### config.mk
export PLATFORM = sky130hd
export DESIGN_NAME = bcd_countdown_timer_flat
export DESIGN_NICKNAME = d
export VERILOG_FILES = /design/src/rtl/bcd_countdown_timer_pkg.sv /design/src/rtl/bcd_countdown_timer_if.sv /design/src/rtl/bcd_countdown_timer_digit.sv /design/src/rtl/bcd_countdown_timer.sv /design/src/flat_wrapper.sv
export SDC_FILE = /design/constraint.sdc
export NUM_CORES = 1
export LEC_CHECK = 0
export CAP_MARGIN = 20
export CORE_ASPECT_RATIO = 1.4
export CORE_MARGIN = 4
export CORE_UTILIZATION = 59
export CTS_BUF_LIST = sky130_fd_sc_hd__clkbuf_4
export DETAILED_ROUTE_END_ITERATION = 16
export GPL_ROUTABILITY_DRIVEN = 0
export PLACE_DENSITY = 0.95
export SYNTH_ARGS = -nofsm -noshare
export SYNTH_HDL_FRONTEND = slang
export SYNTH_SLANG_ARGS = --single-unit
export TNS_END_PERCENT = 20
### constraint.sdc
create_clock -name CLOCK_50 -period 7.8 [get_ports CLOCK_50]
set_clock_uncertainty 0.15 [all_clocks]
set_input_delay 1.17 -clock CLOCK_50 [delete_from_list [all_inputs] [get_ports CLOCK_50]]
set_output_delay 1.17 -clock CLOCK_50 [all_outputs]
set_load 0.1 [all_outputs]
### src/rtl/bcd_countdown_timer_pkg.sv
// Shared types and helpers for the BCD countdown timer.
package timer_pkg;

  typedef enum logic [1:0] {
    IDLE    = 2'd0,
    RUN     = 2'd1,
    PAUSED  = 2'd2,
    EXPIRED = 2'd3
  } state_e;

  localparam int unsigned DIGIT_W = 4;

  function automatic int unsigned calc_div(int unsigned clk_hz, int unsigned tick_hz);
    return clk_hz / tick_hz;
  endfunction

  function automatic int unsigned presc_width(int unsigned div);
    return (div <= 2) ? 1 : $clog2(div);
  endfunction

endpackage

### src/rtl/bcd_countdown_timer_if.sv
// Control and status bundle between a timer and whatever sequences it.
interface bcd_countdown_timer_if;
  import timer_pkg::*;

  logic                     load;
  logic [4*DIGIT_W-1:0]     load_value;
  logic                     start_stop;
  logic [4*DIGIT_W-1:0]     count_bcd;
  logic                     running;
  logic                     expired;
  logic                     done;

  modport master (
    output load, load_value, start_stop,
    input  count_bcd, running, expired, done
  );

  modport slave (
    input  load, load_value, start_stop,
    output count_bcd, running, expired, done
  );

endinterface

### src/rtl/bcd_countdown_timer_digit.sv
// One BCD digit of the down-counter: load with clamp to 9, or decrement with borrow.
module bcd_down_digit
  import timer_pkg::*;
(
  input  logic [DIGIT_W-1:0] digit_i,
  input  logic               borrow_i,
  input  logic               load_i,
  input  logic [DIGIT_W-1:0] load_digit_i,
  output logic [DIGIT_W-1:0] digit_o,
  output logic               borrow_o
);

  always_comb begin
    digit_o  = digit_i;
    borrow_o = 1'b0;
    if (load_i) begin
      digit_o = (load_digit_i > DIGIT_W'(9)) ? DIGIT_W'(9) : load_digit_i;
    end else if (borrow_i) begin
      if (digit_i == '0) begin
        digit_o  = DIGIT_W'(9);
        borrow_o = 1'b1;
      end else begin
        digit_o = digit_i - 1'b1;
      end
    end
  end

endmodule

### src/rtl/bcd_countdown_timer.sv
// SS.hh BCD countdown timer decrementing at TICK_HZ; states: IDLE loaded/idle,
// RUN counting, PAUSED held mid-count, EXPIRED reached 00.00.
module bcd_countdown_timer
  import timer_pkg::*;
#(
  parameter int unsigned CLK_HZ  = 50000000,
  parameter int unsigned TICK_HZ = 100
) (
  input  logic                 CLOCK_50,
  input  logic                 reset,
  bcd_countdown_timer_if.slave bus
);

  localparam int unsigned DIV = calc_div(CLK_HZ, TICK_HZ);
  localparam int unsigned PW  = presc_width(DIV);
  localparam logic [PW-1:0] PRESC_LAST = PW'(DIV - 1);

  state_e                state_q, state_d;
  logic [4*DIGIT_W-1:0]  count_q, count_d, count_nxt;
  logic [PW-1:0]         presc_q, presc_d;
  logic                  done_q, done_d;
  logic                  tick, dec;
  logic [4:0]            borrow;

  assign tick      = (state_q == RUN) && (presc_q == PRESC_LAST);
  // load and start_stop both outrank a tick, so the chain only borrows when neither is present
  assign dec       = tick && !bus.load && !bus.start_stop;
  assign borrow[0] = dec;

  for (genvar i = 0; i < 4; i++) begin : g_digit
    bcd_down_digit u_digit (
      .digit_i      (count_q[i*DIGIT_W +: DIGIT_W]),
      .borrow_i     (borrow[i]),
      .load_i       (bus.load),
      .load_digit_i (bus.load_value[i*DIGIT_W +: DIGIT_W]),
      .digit_o      (count_nxt[i*DIGIT_W +: DIGIT_W]),
      .borrow_o     (borrow[i+1])
    );
  end

  always_comb begin
    state_d = state_q;
    count_d = count_q;
    presc_d = presc_q;
    done_d  = 1'b0;
    if (bus.load) begin
      state_d = IDLE;
      count_d = count_nxt;
      presc_d = '0;
    end else if (bus.start_stop) begin
      case (state_q)
        IDLE, PAUSED: begin
          if (count_q != '0) begin
            state_d = RUN;
            presc_d = '0;
          end
        end
        RUN: begin
          state_d = PAUSED;
          presc_d = '0;
        end
        default: ;
      endcase
    end else if (state_q == RUN) begin
      if (tick) begin
        presc_d = '0;
        // a borrow out of the tens digit would be an underflow; pin at zero instead
        if (count_nxt == '0 || borrow[4]) begin
          count_d = '0;
          state_d = EXPIRED;
          done_d  = 1'b1;
        end else begin
          count_d = count_nxt;
        end
      end else begin
        presc_d = presc_q + 1'b1;
      end
    end
  end

  always_ff @(posedge CLOCK_50) begin
    if (reset) begin
      state_q <= IDLE;
      count_q <= '0;
      presc_q <= '0;
      done_q  <= 1'b0;
    end else begin
      state_q <= state_d;
      count_q <= count_d;
      presc_q <= presc_d;
      done_q  <= done_d;
    end
  end

  assign bus.count_bcd = count_q;
  assign bus.running   = (state_q == RUN);
  assign bus.expired   = (state_q == EXPIRED);
  assign bus.done      = done_q;

endmodule

### src/flat_wrapper.sv
// flat-port wrapper written by rule: the top's interface ports become plain ports
module bcd_countdown_timer_flat import timer_pkg::*;
#(
  parameter int unsigned CLK_HZ  = 50000000,
  parameter int unsigned TICK_HZ = 100
)
  (CLOCK_50, reset, bus_load, bus_load_value, bus_start_stop, bus_count_bcd, bus_running, bus_expired, bus_done);
  bcd_countdown_timer_if bus_i ();
  input  logic CLOCK_50;
  input  logic reset;
  input wire logic [$bits(bus_i.load)-1:0] bus_load;
  input wire logic [$bits(bus_i.load_value)-1:0] bus_load_value;
  input wire logic [$bits(bus_i.start_stop)-1:0] bus_start_stop;
  output wire logic [$bits(bus_i.count_bcd)-1:0] bus_count_bcd;
  output wire logic [$bits(bus_i.running)-1:0] bus_running;
  output wire logic [$bits(bus_i.expired)-1:0] bus_expired;
  output wire logic [$bits(bus_i.done)-1:0] bus_done;
  assign bus_i.load = bus_load;
  assign bus_i.load_value = bus_load_value;
  assign bus_i.start_stop = bus_start_stop;
  assign bus_count_bcd = bus_i.count_bcd;
  assign bus_running = bus_i.running;
  assign bus_expired = bus_i.expired;
  assign bus_done = bus_i.done;
  bcd_countdown_timer #(.CLK_HZ(CLK_HZ), .TICK_HZ(TICK_HZ)) u_core (.CLOCK_50(CLOCK_50), .reset(reset), .bus(bus_i));
endmodule
# --- Word level (Yosys, flattened, before mapping) ---
# Index checks and enable logic that the tools add are counted.
classes:
  bitwise_logic: 2
  n_lt_le_gt_ge: 4
  n_mux: 45
  n_addsub: 5
  eq_ne: 6
  shift: 0
  n_mul: 0
  reduce_logical: 25
  div: 0
op_table:
  columns: ["op", "n"]
  rows:
  - ["$mux 16", 5]
  - ["$mux 19", 4]
  - ["$mux 4", 16]
  - ["$pmux 19 s2", 1]
  - ["$add 19x1->19 const B", 1]
  - ["$eq 19x19->1 const B", 1]
  - ["$gt 4x4->1 const B", 4]
  - ["$logic_not 16->1", 1]
  - ["$logic_not 4->1", 4]
  - ["$reduce_bool 16->1", 1]
  - ["$sub 4x1->4 const B", 4]
  - ["$mux 1", 13]
  - ["$reduce_bool 2->1", 6]
  - ["$mux 2", 5]
  - ["$reduce_and 3->1", 2]
  - ["$reduce_and 5->1", 1]
  - ["$reduce_or 5->1", 1]
  - ["$eq 2x2->1 const B", 2]
  - ["$pmux 2 s2", 1]
  - ["$reduce_or 2->1", 2]
  - ["$logic_and 1x1->1", 3]
  - ["$ne 3x2->1 const B", 1]
  - ["$eq 2x1->1 const B", 1]
  - ["$logic_not 1->1", 2]
  - ["other kinds (4)", 5]
word_totals:
  mem_count: 0
  latch_bits: 0
  inputBits: 20
  ramBits: 0
  rom_bits: 0
  regBits: 38
  output_inout_bits: 19

# --- Longest topological paths before layout ---
# Gate-level depths: netlist (run 1).
logic_depth:
  word_depth: 19
  mapped_depth: 11

# --- Modules after synthesis ---
# Synthesis (run 1) repeated with hierarchy kept, for this count alone.
hier_totals:
  hier_cells: 256
  hier_area_um2: 2329.7
by_module_without_submodules:
  columns: ["module", "area_per_inst_um2", "seq_area_each_um2", "n_inst", "cells_per_inst"]
  rows:
  - ["bcd_countdown_timer", 1689.1, 760.7, 1, 172]
  - ["bcd_down_digit", 160.2, 0.0, 4, 21]

# --- Least setup slack after synthesis (run 1) ---
# OpenSTA, ideal clock, no wires.
synth_path:
  path_kind: "input to register"
  start: "input port bus_load_value[3]"
  end: "register u_core.count_q[4], in the netlist u_core.bus.count_bcd[4]"
  required_time_ps: 7530
  path_buffers: 0
  cell_stages: 7
  path_slack_ps: 4306
  arrival_ps: 3224
  setup_time_ps: 120
  cell_sequence: "or4_1 -> o31ai_1 -> nand3_1 -> or4_1 -> or4_4 -> nor2b_4 -> a211o_1"
synth_via:
  elab_chain_len: 10
synth_lines:
  columns: ["item", "line", "rtl"]
  rows:
  - ["start, declared", "flat_wrapper.sv:12", "input wire logic [$bits(bus_i.load_value)-1:0] bus_load_value;"]
  - ["$gt 4x4->1", "bcd_countdown_timer_digit.sv:17", "digit_o = (load_digit_i > DIGIT_W'(9)) ? DIGIT_W'(9) : load_digit_i;"]
  - ["$mux 4 *", "bcd_countdown_timer_digit.sv:17", null]
  - ["$mux 4 *", "bcd_countdown_timer_digit.sv:16", "if (load_i) begin"]
  - ["$logic_not 16->1 *", "bcd_countdown_timer.sv:68", "if (count_nxt == '0 || borrow[4]) begin"]
  - ["$logic_or 1x1->1 *", "bcd_countdown_timer.sv:68", null]
  - ["$mux 16 *", "bcd_countdown_timer.sv:68", null]
  - ["$mux 16 *", "bcd_countdown_timer.sv:65", "if (tick) begin"]
  - ["$mux 16 *", "bcd_countdown_timer.sv:64", "end else if (state_q == RUN) begin"]
  - ["$mux 16 *", "bcd_countdown_timer.sv:50", "end else if (bus.start_stop) begin"]
  - ["$mux 16 *", "bcd_countdown_timer.sv:46", "if (bus.load) begin"]
  - ["end signal, assigned", "bcd_countdown_timer.sv:89", "count_q <= count_d;"]
  - ["end, declared", "bcd_countdown_timer.sv:19", "logic [4*DIGIT_W-1:0] count_q, count_d, count_nxt;"]
# Mark *: on every way between the ends. The rest lies on a longest branch, timed or not. The select of a mux whose other input is x is not followed.
# A chain may end at the register's enable or synchronous reset.

# --- Worst setup path after layout (run 1) ---
layout_path:
  start: "input port bus_load"
  end: "register u_core.count_q[4], in the netlist u_core.bus.count_bcd[4]"
layout_via:
  elab_chain_len: 18
  elab_cells_between_ends: 30
  cone_classes: "eq/ne: 1; mux: 21; reduce/logical: 8"
layout_lines:
  columns: ["item", "line", "rtl"]
  rows:
  - ["start, declared", "flat_wrapper.sv:11", "input wire logic [$bits(bus_i.load)-1:0] bus_load;"]
  - ["$logic_not 1->1", "bcd_countdown_timer.sv:27", "assign dec = tick && !bus.load && !bus.start_stop;"]
  - ["$logic_and 1x1->1 (2 in series)", "bcd_countdown_timer.sv:27", null]
  - ["$mux 1", "bcd_countdown_timer_digit.sv:18", "end else if (borrow_i) begin"]
  - ["$mux 1", "bcd_countdown_timer_digit.sv:16", null]
  - ["$mux 1", "bcd_countdown_timer_digit.sv:18", null]
  - ["$mux 1", "bcd_countdown_timer_digit.sv:16", null]
  - ["$mux 1", "bcd_countdown_timer_digit.sv:18", null]
  - ["$mux 1", "bcd_countdown_timer_digit.sv:16", null]
  - ["$mux 4", "bcd_countdown_timer_digit.sv:18", null]
  - ["$mux 4", "bcd_countdown_timer_digit.sv:16", null]
  - ["$logic_not 16->1", "bcd_countdown_timer.sv:68", null]
  - ["$logic_or 1x1->1", "bcd_countdown_timer.sv:68", null]
  - ["$mux 16", "bcd_countdown_timer.sv:68", null]
  - ["$mux 16", "bcd_countdown_timer.sv:65", null]
  - ["$mux 16", "bcd_countdown_timer.sv:64", null]
  - ["$mux 16", "bcd_countdown_timer.sv:50", null]
  - ["$mux 16", "bcd_countdown_timer.sv:46", null]
# Parallel ways exist; a longest one is shown, timed or not. The select of a mux whose other input is x is not followed.

==> results of run 1 <==
[power breakdown]
group	switching, mW	total (mW)	internal [mW]
Clock	0.0698	0.169	0.0987
Combinational	0.0708	0.105	0.0337
Sequential	0.00924	0.208	0.199
Total	0.150	0.481	0.332
[routing by layer]
metal	wire, µm	vias up
li1	-	1165
met1	2391	1146
met4	427	0
met3	583	45
met5	0	-
met2	3212	159
[through the flow]
stage	hold WS (ns)	power, mW	util, %
3_3_place_gp	0.3073	0.3120	71.84
5_1_grt	0.4049	0.4959	74.85
3_5_place_dp	0.3359	0.3146	72.14
6_report	0.3556	0.4815	74.85
4_1_cts	0.3511	0.4803	74.85
2_1_floorplan	0.2962	0.2835	-
[layout by cell type (no fill, tap or decap), types with 2 or more instances in the layout]
cell and count:
a21o_1 2, a21oi_1 18, a31oi_1 4, and2_1 3
and3_1 5, bufinv_16 2, clkbuf_4 5, clkdlybuf4s50_1 38
dfxtp_1 38, inv_1 10, mux2i_1 3, nand2_1 25
nand2b_1 3, nand3_1 15, nand3b_1 3, nand4_1 8
nand4b_1 2, nor2_1 43, nor2b_1 4, nor2b_4 2
nor3_1 8, nor3b_1 3, nor4_1 7, o211ai_1 4
o21a_1 4, o21ai_0 13, o31ai_1 5, or2_2 2
or3_1 8, or3_2 3, or4_1 2, xnor2_1 9
xor2_1 6
[path summary, 6_finish.rpt]
kind / from / to / slack (ns) / cells past startpoint
max reg2reg: u_core.presc_q[0] / u_core.bus.count_bcd[4] / 4.14 / 9
max: bus_load / u_core.bus.count_bcd[4] / 3.52 / 8
min reg2reg: u_core.presc_q[1] / u_core.presc_q[1] / 0.36 / 2
min: u_core.presc_q[1] / u_core.presc_q[1] / 0.36 / 2
[critical path, stage by stage]
cell             delay, ns
clkdlybuf4s50_1       1.03
inv_1                 0.45
nand3b_1              0.21
mux2i_1               0.10
or4_1                 0.50
or4_4                 0.52
nor2b_4               0.16
a211o_1               0.26
[cell type report]
class | count | share of cell area, %
Clock inverter | 3 | 2.279
Clock buffer | 5 | 1.340
Multi-Input combinational cell | 239 | 51.74
Timing Repair Buffer | 40 | 14.25
Tap cell | 42 | 1.877
Sequential cell | 38 | 27.17
Inverter | 10 | 1.340
[kinds of logic (layout without fill, tap and decap cells)]
logic type / Yosys count / in the layout / synth area share (%)
simple gates: 153 / 153 / 35.54
xor+xnor: 15 / 15 / 5.645
fa+ha+maj: 1 / 1 / 0.5375
flops: 38 / 38 / 32.69
mux: 3 / 3 / 1.290
compound gates: 67 / 67 / 19.25
buf+inv: 21 / 58 / 5.054
[state kept, by name, summed over array words and instances, names as in the netlist]
signal,count
u_core.state_q,2
u_core.bus.done,1
u_core.presc_q,19
u_core.bus.count_bcd,16
==> impl_metrics.env, run 1 <==
export IMPL_rsz0062_at_grt="false"
export IMPL_drive_gt1_share_pct=7.463
export IMPL_diodes=0
export IMPL_clk_path_buf_depth=2
export IMPL_finalCriticalPeriod_ns=4.279
export IMPL_stdcell_count=377
export IMPL_slew_headroom_pct=34.91
export IMPL_grt_use_met3_pct=4.821
export IMPL_leakage_nw=0.9705
export IMPL_drc_errors=0
export IMPL_fin_ws_ns=3.521
export IMPL_clock_sinks=38
export IMPL_worstMarginPinSlew_ns=0.9733
export IMPL_synthTopCellsByArea="dfxtp_1 33%, nor2_1 6.9%, nand2_1 4.0%"
export IMPL_yosysMostFrequentCell="nor2_1"
export IMPL_netlist_area_um2=2327
export IMPL_syn_area_per_cell_um2=7.810
export IMPL_yosys_top_cells_count="43 x nor2_1, 38 x dfxtp_1, 25 x nand2_1, 18 x a21oi_1, 15 x nand3_1"
export IMPL_cts_setup_buffers=0
export IMPL_std_cell_rows=26
export IMPL_worstPathRequired_ns=7.92
export IMPL_drv_slew=0
export IMPL_fill_cells=289
export IMPL_pin_count=39
export IMPL_multi_input_area_um2=1449
export IMPL_end_kind="flip-flop"
export IMPL_ctsRootBufferMaster="clkbuf_4"
export IMPL_synthFlopType="dfxtp_1"
export IMPL_numCtsBuffers=5
export IMPL_synth_warnings=0
export IMPL_grt_antenna_before_repair=0
export IMPL_fin_crit_sh_pct=54.86
export IMPL_synth_cell_types=59
export IMPL_cts_htree_levels=2
export IMPL_firstDrtPassIters=5
export IMPL_wl_per_cell_um=17.55
export IMPL_setup_viol=0
export IMPL_port_buffers=38
export IMPL_die_area_um2=5027
export IMPL_grt_use_met2_pct=47.56
export IMPL_ctsResizeCount=0
export IMPL_grt_pass1_vias=2375
export IMPL_start_util_pct=62.21
export IMPL_area_growth_syn_to_layout_pct=20.32
export IMPL_stdcell_area_um2=2800
export IMPL_placedInstanceArea_um2=2699
export IMPL_yosysTopAreaCell="dfxtp_1"
export IMPL_dp_cells=369
export IMPL_drt_wl_total_mm=6.615
export IMPL_cts_hold_buf=0
export IMPL_grt_usage_pct=28.01
export IMPL_grtUsageMet1_pct=30.02
export IMPL_grt_pass1_wl_mm=10.66
export IMPL_regArea_um2=760.7
export IMPL_fmax_ghz=0.2337
export IMPL_grt_overflow=0
export IMPL_arrival_ns=4.40
export IMPL_cts_tree="built"
export IMPL_setup_tns_ns=0
export IMPL_vias=2515
export IMPL_clk_insertion_delay_late_ns=0.36
export IMPL_grt_max_degree=26
export IMPL_path_clk_slew_ns=0.13
export IMPL_crit_type="input pin to flip-flop"
export IMPL_dp_slack_ns=3.188
export IMPL_synth_top_area_share_pct=32.69
export IMPL_synth_edf_count=0
export IMPL_drv_cap=0
export IMPL_num_nets_final=355
export IMPL_powerDensity_nw_per_um2=171.9
export IMPL_avgViaCountPerCell=6.671
export IMPL_hpwlAfterDp_mm=4.800
export IMPL_critPathMaxFanout=25
export IMPL_synth_fp_nets=319
export IMPL_ys_ff_latch=38
export IMPL_startpoint_type="input pin"
export IMPL_busiest_layer="met2"
export IMPL_die_w_um=61.08
export IMPL_hold_viol=0
export IMPL_min_path_type="flip-flop to flip-flop"
export IMPL_drtIter0Drc=204
export IMPL_irDropWorstVdd_uv=136.4
export IMPL_ys_seq_area_share_pct=32.69
export IMPL_synthesis_instances=298
export IMPL_die_y_um=82.31
export IMPL_ant_nets=0
export IMPL_core_area_um2=3741
export IMPL_status="finished clean"
export IMPL_synthArstFlopShare_pct=0
Power figures use the tool's default switching activity.
==> run 2, diff against run 1 <==
--- a/config.mk
+++ b/config.mk
@@ -8,11 +8,11 @@
 export CAP_MARGIN = 20
 export CORE_ASPECT_RATIO = 1.4
 export CORE_MARGIN = 4
-export CORE_UTILIZATION = 59
+export CORE_UTILIZATION = 55
 export CTS_BUF_LIST = sky130_fd_sc_hd__clkbuf_4
 export DETAILED_ROUTE_END_ITERATION = 16
 export GPL_ROUTABILITY_DRIVEN = 0
-export PLACE_DENSITY = 0.95
+export PLACE_DENSITY = 0.92
 export SYNTH_ARGS = -nofsm -noshare
 export SYNTH_HDL_FRONTEND = slang
 export SYNTH_SLANG_ARGS = --single-unit
==> constraint.sdc (replaced) <==
create_clock -name CLOCK_50 -period 4.46 [get_ports CLOCK_50]
set_clock_uncertainty 0.15 [all_clocks]
set_input_delay 0.669 -clock CLOCK_50 [delete_from_list [all_inputs] [get_ports CLOCK_50]]
set_output_delay 0.669 -clock CLOCK_50 [all_outputs]
set_load 0.1 [all_outputs]
==> impl_metrics.env, run 2 (same netlist as run 1, synthesis figures left out) <==
export IMPL_hpwlAfterDp_mm=4.867
export IMPL_fmax_ghz=0.2859
export IMPL_pin_count=39
export IMPL_port_buffers=38
export IMPL_critical_path_depth=9
export IMPL_fin_crit_sh_pct=78.41
export IMPL_cts_setup_buffers=0
export IMPL_hold_viol=0
export IMPL_seq_power_share_pct=51.3
export IMPL_p_int_mw=0.4622
export IMPL_clk_insertion_delay_late_ns=0.34
export IMPL_die_y_um=84.97
export IMPL_min_path_type="flip-flop to flip-flop"
export IMPL_powerDensity_nw_per_um2=257.1
export IMPL_final_util_pct=68.57
export IMPL_slew_headroom_pct=34.60
export IMPL_clk_path_buf_depth=2
export IMPL_ff2ff_path_depth=9
export IMPL_critPathMaxFanout=7
export IMPL_std_cell_rows=27
export IMPL_grt_pass1_vias=2339
export IMPL_path_clk_slew_ns=0.11
export IMPL_grt_pass1_wl_mm=10.61
export IMPL_avgViaCountPerCell=6.399
export IMPL_status="finished clean"
export IMPL_vias=2419
export IMPL_grt_overflow=0
export IMPL_diodes=0
export IMPL_ant_nets=0
export IMPL_placedInstanceArea_um2=2715
export IMPL_grt_antenna_before_repair=0
export IMPL_p_comb_share_pct=25.8
export IMPL_area_growth_syn_to_layout_pct=18.44
export IMPL_worstMarginPinSlew_ns=0.9780
export IMPL_clockPowerShare_pct=22.9
export IMPL_drc_errors=0
export IMPL_rsz0062_at_grt="false"
export IMPL_startpoint_type="flip-flop"
export IMPL_leakage_nw=0.9518
export IMPL_cts_tree="built"
export IMPL_cts_hold_buf=0
export IMPL_ctsResizeCount=0
export IMPL_critPathBufInv=0
export IMPL_grt_max_degree=26
export IMPL_whs_ns=0.3355
export IMPL_die_area_um2=5351
export IMPL_whs_path_depth=2
export IMPL_finalCriticalPeriod_ns=3.497
export IMPL_end_kind="flip-flop"
export IMPL_cp_top_family="simple AND/OR/NAND/NOR gates"
export IMPL_arrival_ns=3.59
export IMPL_core_area_um2=4020
export IMPL_ctsRootBufferMaster="clkbuf_4"
export IMPL_final_common_cell="nor2_1"
export IMPL_grt_usage_pct=24.61
export IMPL_firstDrtPassIters=5
export IMPL_num_nets_final=357
export IMPL_start_util_pct=57.89
export IMPL_largest_reg_flops=19
export IMPL_crit_type="flip-flop to flip-flop"
export IMPL_drv_slew=0
export IMPL_rrSetupSlack_ns=0.96
export IMPL_die_w_um=62.98
export IMPL_drive_gt1_share_pct=7.463
export IMPL_top_register="u_core.presc_q"
export IMPL_clock_sinks=38
export IMPL_wl_per_cell_um=16.71
export IMPL_cp_cell_sequence="ha_1 -> nor4b_2 -> nand4_2 -> a2111oi_2 -> a21oi_1 -> or4_1 -> or4_4 -> nor2b_4 -> a211o_1"
export IMPL_fin_total_pwr_mw=0.7088
export IMPL_cp_slowest_cell="or4_1"
export IMPL_switching_power_mw=0.2466
export IMPL_drt_wl_total_mm=6.316
export IMPL_final_cell_mix="43 x nor2_1, 38 x clkdlybuf4s50_1, 38 x dfxtp_1"
export IMPL_swShare_pct=34.79
export IMPL_drtIter0Drc=248
export IMPL_worstPathRequired_ns=4.55
export IMPL_numCtsBuffers=5
export IMPL_setup_tns_ns=0
export IMPL_setup_viol=0
export IMPL_cts_htree_levels=2
export IMPL_irDropWorstVdd_uv=223.0
export IMPL_max_stage_delay_ns=0.53
export IMPL_stdcell_area_um2=2756
export IMPL_drv_cap=0
## run 2: cell count changes in the layout (fill, tap and decap cells not counted), sizes merged
cell / before / now
bufinv: 2 / 0
buf: 2 / 4
## run 2: stage by stage
step	worst slack, ns	cells
after floorplan	1.072	298
after global placement	0.8484	371
after detailed placement	0.8112	372
after CTS	0.9669	378
after global routing	0.7476	378
final	0.9627	378
## run 2: metal layers
| layer | GRT usage (%) | vias to the layer above | wire length (µm) |
|---|---|---|---|
| met5 | 0 | - | 0 |
| met4 | 14.46 | 0 | 369 |
| met3 | 5.960 | 43 | 419 |
| met2 | 44.76 | 115 | 3195 |
| met1 | 25.18 | 1091 | 2332 |
| li1 | - | 1170 | - |
## run 2: path summary, 6_finish.rpt
kind | to | from
min reg2reg | u_core.presc_q[1] | u_core.presc_q[1]
max reg2reg | u_core.bus.count_bcd[4] | u_core.presc_q[0]
max | u_core.bus.count_bcd[4] | u_core.presc_q[0]
min | u_core.presc_q[1] | u_core.presc_q[1]
## run 2: worst min-delay path: cells and delay by family, from the launching register on
kind | cells | cell delay (ns)
AOI/OAI and AO/OA | 1 | 0.05
DFF | 1 | 0.34
and+or+nand+nor | 1 | 0.06
## run 2: power groups by stage
stage	Combinational [mW]	Sequential, mW	Clock [mW]
2_1_floorplan	0.0738	0.422	0
3_3_place_gp	0.178	0.370	0
3_5_place_dp	0.181	0.371	0
4_1_cts	0.182	0.363	0.167
5_1_grt	0.194	0.365	0.182
6_report	0.183	0.363	0.162
## run 2: cell type report
type                       instances  area, µm²
sequential                        38      760.7
fill                             330       1264
multi-input combinational        239       1449
timing repair buffer              42      414.1
tap                               43      53.80
clock buffer                       5      37.54
clock inverter                     1      3.754
inverter                          10      37.54
==> run 3, diff against run 2 <==
--- a/config.mk
+++ b/config.mk
@@ -8,11 +8,11 @@
 export CAP_MARGIN = 20
 export CORE_ASPECT_RATIO = 1.4
 export CORE_MARGIN = 4
-export CORE_UTILIZATION = 55
+export CORE_UTILIZATION = 50
 export CTS_BUF_LIST = sky130_fd_sc_hd__clkbuf_4
 export DETAILED_ROUTE_END_ITERATION = 16
 export GPL_ROUTABILITY_DRIVEN = 0
-export PLACE_DENSITY = 0.92
+export PLACE_DENSITY = 0.89
 export SYNTH_ARGS = -nofsm -noshare
 export SYNTH_HDL_FRONTEND = slang
 export SYNTH_SLANG_ARGS = --single-unit
==> constraint.sdc (replaced) <==
create_clock -name CLOCK_50 -period 2.9 [get_ports CLOCK_50]
set_clock_uncertainty 0.15 [all_clocks]
set_input_delay 0.435 -clock CLOCK_50 [delete_from_list [all_inputs] [get_ports CLOCK_50]]
set_output_delay 0.435 -clock CLOCK_50 [all_outputs]
set_load 0.1 [all_outputs]
==> impl_metrics.env, run 3 (same netlist as run 1, synthesis figures left out) <==
export IMPL_area_growth_syn_to_layout_pct=46.61
export IMPL_cts_hold_buf=0
export IMPL_wl_per_cell_um=17.96
export IMPL_violations="setup timing"
export IMPL_avgViaCountPerCell=6.163
export IMPL_fmax_ghz=0.3247
export IMPL_die_w_um=65.66
export IMPL_leakage_nw=1.388
export IMPL_setup_viol=7
export IMPL_ctsRootBufferMaster="clkbuf_4"
export IMPL_startpoint_type="flip-flop"
export IMPL_status="complete, but fails checks"
export IMPL_final_cell_mix="95 x buf_4, 42 x nor2_1, 33 x dfxtp_1"
export IMPL_fin_total_pwr_mw=1.208
export IMPL_final_util_pct=75.23
export IMPL_largest_reg_flops=19
export IMPL_drive_gt1_share_pct=32.68
export IMPL_grt_pass1_wl_mm=12.87
export IMPL_diodes=0
export IMPL_path_clk_slew_ns=0.13
export IMPL_grt_usage_pct=28.94
export IMPL_firstDrtPassIters=5
export IMPL_fin_crit_sh_pct=106.2
export IMPL_num_nets_final=430
export IMPL_drv_cap=0
export IMPL_grt_pass1_vias=2818
export IMPL_powerDensity_nw_per_um2=354.1
export IMPL_crit_type="flip-flop to flip-flop"
export IMPL_cts_htree_levels=2
export IMPL_crit_end="u_core.bus.count_bcd[4]"
export IMPL_rr_startpoint="u_core.presc_q[1]"
export IMPL_grt_overflow=0
export IMPL_finalCriticalPeriod_ns=3.080
export IMPL_pin_count=39
export IMPL_end_kind="flip-flop"
export IMPL_die_y_um=88.73
export IMPL_final_common_cell="buf_4"
export IMPL_clk_insertion_delay_late_ns=0.36
export IMPL_rsz0062_at_grt="true"
export IMPL_startpoint="u_core.presc_q[1]"
export IMPL_clk_path_buf_depth=2
export IMPL_critPathMaxFanout=6
export IMPL_cts_tree="built"
export IMPL_drtIter0Drc=237
export IMPL_die_area_um2=5826
export IMPL_vias=2909
export IMPL_irDropWorstVdd_uv=287.4
export IMPL_setup_tns_ns=-0.7684
export IMPL_dp_cells=461
export IMPL_clock_sinks=38
export IMPL_min_path_type="flip-flop to flip-flop"
export IMPL_grt_antenna_before_repair=0
export IMPL_hold_viol=0
export IMPL_drc_errors=0
export IMPL_arrival_ns=3.20
export IMPL_top_register="u_core.presc_q"
export IMPL_slew_headroom_pct=65.79
export IMPL_numCtsBuffers=5
export IMPL_start_util_pct=51.31
export IMPL_worstPathRequired_ns=3.02
export IMPL_whs_ns=0.3739
export IMPL_fin_ws_ns=-0.1799
export IMPL_r2r_end="u_core.bus.count_bcd[4]"
export IMPL_port_buffers=38
export IMPL_std_cell_rows=29
export IMPL_ant_nets=0
export IMPL_worstMarginPinSlew_ns=0.5092
export IMPL_drv_slew=0
export IMPL_grt_max_degree=17
export IMPL_core_area_um2=4536
export IMPL_rrSetupSlack_ns=-0.18
export IMPL_hpwlAfterDp_mm=6.227
export IMPL_ff2ff_path_depth=13
export IMPL_drt_wl_total_mm=8.478
export IMPL_stdcell_count=472
==> run 3: cell types whose count changed in the layout (fill, tap and decap cells not counted), moves of 3 or more <==
cell             previous run  this run
dfxtp_1                    38        33
buf_4                       3        95
dfxtp_2                     0         5
clkdlybuf4s50_1            38        19
nor4_1                      7         3
nor4_2                      1         4
==> run 3: area by class of cell <==
cell class | count | area [µm²]
tap | 62 | 77.57
clock buffer | 5 | 37.54
multi-input combinational | 239 | 1562
fill | 289 | 1124
timing repair buffer | 115 | 914.6
sequential | 38 | 767.0
clock inverter | 3 | 16.27
inverter | 10 | 37.54
==> run 3: worst min path at each step <==
stage	slack (ns)	start	cells past startpoint	endpoint
2_1_floorplan	0.30	u_core.presc_q[1]	2	u_core.presc_q[1]
3_3_place_gp	0.33	u_core.state_q[0]	2	u_core.state_q[0]
3_5_place_dp	0.36	u_core.presc_q[14]	2	u_core.presc_q[14]
4_1_cts	0.38	u_core.presc_q[14]	2	u_core.presc_q[14]
5_1_grt	0.42	u_core.presc_q[14]	2	u_core.presc_q[14]
6_report	0.37	u_core.presc_q[14]	2	u_core.presc_q[14]
==> run 3: power breakdown <==
| part | internal [mW] | total [mW] | leakage [nW] | switching (mW) |
|---|---|---|---|---|
| Sequential | 0.536 | 0.550 | 0.311 | 0.0142 |
| Combinational | 0.141 | 0.373 | 1.05 | 0.233 |
| Clock | 0.0902 | 0.284 | 0.0286 | 0.194 |
==> run 3: worst max-delay path, stage by stage (launching register included) <==
cell	delay, ns
dfxtp_2	0.36
ha_4	0.16
nor4b_4	0.12
buf_4	0.14
nand4_4	0.12
buf_4	0.18
nor4_1	0.06
buf_4	0.13
buf_4	0.13
o41ai_2	0.25
nand4_1	0.18
or4_4	0.58
nor2b_4	0.15
a211o_1	0.26
==> run 3: metal layers <==
layer / track usage, % / share of wire, % / wire, µm / up-vias
met3: 5.845 / 7.3 / 622 / 65
met1: 26.52 / 34 / 2887 / 1349
met4: 22.83 / 7.2 / 612 / 0
li1: - / - / - / 1309
met5: 0 / 0 / 0 / -
met2: 54.29 / 51 / 4356 / 186
==> run 3: repair_timing <==
| action | 4_1_cts | 5_1_grt |
|---|---|---|
| endpoints found under the setup margin | 7 | 9 |
| pin swaps | 3 | 4 |
| setup buffers | 1 | 2 |
| resized for setup | 8 | 6 |
==> run 3: stage by stage <==
step | worst slack [ns] | instance area (µm²)
after floorplan | -0.3043 | 2386
after global placement | -0.4448 | 3248
after detailed placement | -0.4571 | 3259
after CTS | -0.2479 | 3363
after global routing | -0.2683 | 3412
final | -0.1799 | 3412
==> edit, RTL diff (flow settings as in run 1) <==
Reset style: asynchronous (`reset`), changed in one clocked block.
--- a/src/rtl/bcd_countdown_timer.sv
+++ b/src/rtl/bcd_countdown_timer.sv
@@ -79,5 +79,5 @@
   end
 
-  always_ff @(posedge CLOCK_50) begin
+  always_ff @(posedge CLOCK_50 or posedge reset) begin
     if (reset) begin
       state_q <= IDLE;
Behaviour: differs if reset is asserted again (counterexample within 4 cycles, from zero or initial values and one cycle with reset high); with reset held inactive, the same outputs for 10 cycles.
==> edit against run 1 <==
- sequential cell count did not move
- total power decreased by 0.39%
- area after synthesis grew 7.9%
- global-route usage fell by 1.5 points
- worst setup slack improved by 0.074 ns
- clock power decreased by 39%
- wire length is 2.4% higher
- register-to-register slack better by 0.22 ns
- sequential share of layout area rose by 4.8 points
- largest power group unchanged
- cell area increased by 6.2%
- non-clock buffer count rose by 1
- core utilization is 0.90 points lower
==> edit: results (changes against run 1) <==
top post-synthesis cells by area=dfrtp_1 38%, xor2_1 4.9%, nor2_1 4.8%; Switching Power=0.000188 W (+25%); Netlist cell types=57 (-3.4%); critical path fanouts, max=37 (+48%); worst hold start=u_core.presc_q[1]$_DFFE_PP0P_; synthesized area per cell=8.66 um^2 (+11%); Global Route Usage Sum=26.5% (-1.5 points); final wirelength=6770 um (+2.4%); sequential share of the synthesized area=37.9% (+5.2 points); Worst path max stage delay=0.60 ns (-0.43 ns); DR WL/cell=18.3 um (+4.6%); GR Util met3=4.77% (-0.053 points); vias in the first global route=2310 (-2.7%); Worst Path Arrival=4.29 ns (-0.11 ns); total CTS buffers=5 (unchanged); CP delay by family, top=simple AND/OR/NAND/NOR gates; CP endpoint=u_core.presc_q[8]$_DFFE_PP0P_; M2 GR Usage=47.1% (-0.49 points); flop2flop setup slack=4.36 ns (+0.22 ns); compound-cell area share of the yosys netlist=17.4% (-1.9 points); mux cell area share after synthesis=1.25% (-0.045 points); starting DRC count in detailed routing=259 (+27%); met1 usage=30.5% (+0.48 points); Detailed Place HPWL=4880 um (+1.8%); ys flop type=dfrtp_1; largest net degree at the start of global routing=39 (+50%); worst slack, placed=3.26 ns (+0.0673 ns); first-pass GRT wire length=11300 um (+6.4%); Worst slew margin=32.7% (-2.2 points); number of placed cells counting well taps=361 (-2.2%); status=finished, final reports clean; clock transition at the registers of the reported paths=0.10 ns (-0.03 ns); nets=347 (-2.3%); share of cells above drive strength 1=8.90% (+1.4 points); via count=2413 (-4.1%); VDD IR max=93.2 uV (-32%); Critical Path Source=bus_load; Synth top cells by count=38 x dfrtp_1, 32 x nor2_1, 18 x nand2_1, 17 x o21ai_0, 16 x inv_1; Worst R2R End=u_core.bus.count_bcd[3]$_DFFE_PP0P_; Worst Hold End=u_core.presc_q[1]$_DFFE_PP0P_; launch point of the worst reg-to-reg path=u_core.presc_q[0]$_DFFE_PP0P_; cell leakage power=1.19 nW (+23%); post-synthesis async set-or-reset flop share=100% (+100 points)
==> edit: changes by cell type in the layout (fill, tap and decap cells not counted), sizes merged, moves of 4 or more <==
cell / delta
o21ai: +6
inv: +6
nor2: -11
xnor2: -6
nor3: +7
or4: +7
nand2: -7
xor2: +8
dfxtp: -38
nor4: -4
dfrtp: +38
a21oi: -8
==> edit: area by class of cell <==
cell class | instances | area [um^2]
Multi-Input combinational cell | 224 | 1450
Clock buffer | 7 | 52.6
Timing Repair Buffer | 41 | 403
Inverter | 16 | 60.1
Fill cell | 280 | 1050
Tap cell | 43 | 53.8
Sequential cell | 38 | 951
==> edit: metrics by stage <==
| step | total power [W] | hold WS [ns] | instance area (um^2) |
|---|---|---|---|
| finish | 0.000480 | 0.385 | 2970 |
| global route | 0.000498 | 0.418 | 2970 |
| CTS | 0.000479 | 0.383 | 2970 |
| detailed placement | 0.000377 | 0.359 | 2910 |
| global placement | 0.000375 | 0.348 | 2910 |
| floorplan | 0.000333 | 0.318 | 2510 |
==> edit: power groups by stage <==
stage | sequential, W | clock, W | combinational, W
after CTS | 0.000222 | 0.000105 | 0.000152
after floorplan | 0.000281 | 0 | 0.0000520
after detailed placement | 0.000226 | 0 | 0.000151
final | 0.000223 | 0.000103 | 0.000153
after global routing | 0.000225 | 0.000112 | 0.000161
after global placement | 0.000226 | 0 | 0.000149
==> edit: cell families (layout without fill, tap and decap cells) <==
logic type	after synthesis	in the layout
mux	3	3
buf+inv	28	64
xor+xnor	17	17
simple gates	140	140
fa+ha+maj	1	1
flops	38	38
compound gates	63	63
==> edit: metal layers <==
layer	vias up	share of wire, %
met2	110	52
met1	1144	39
met4	0	2.8
met5	-	0
li1	1136	-
met3	23	6.3
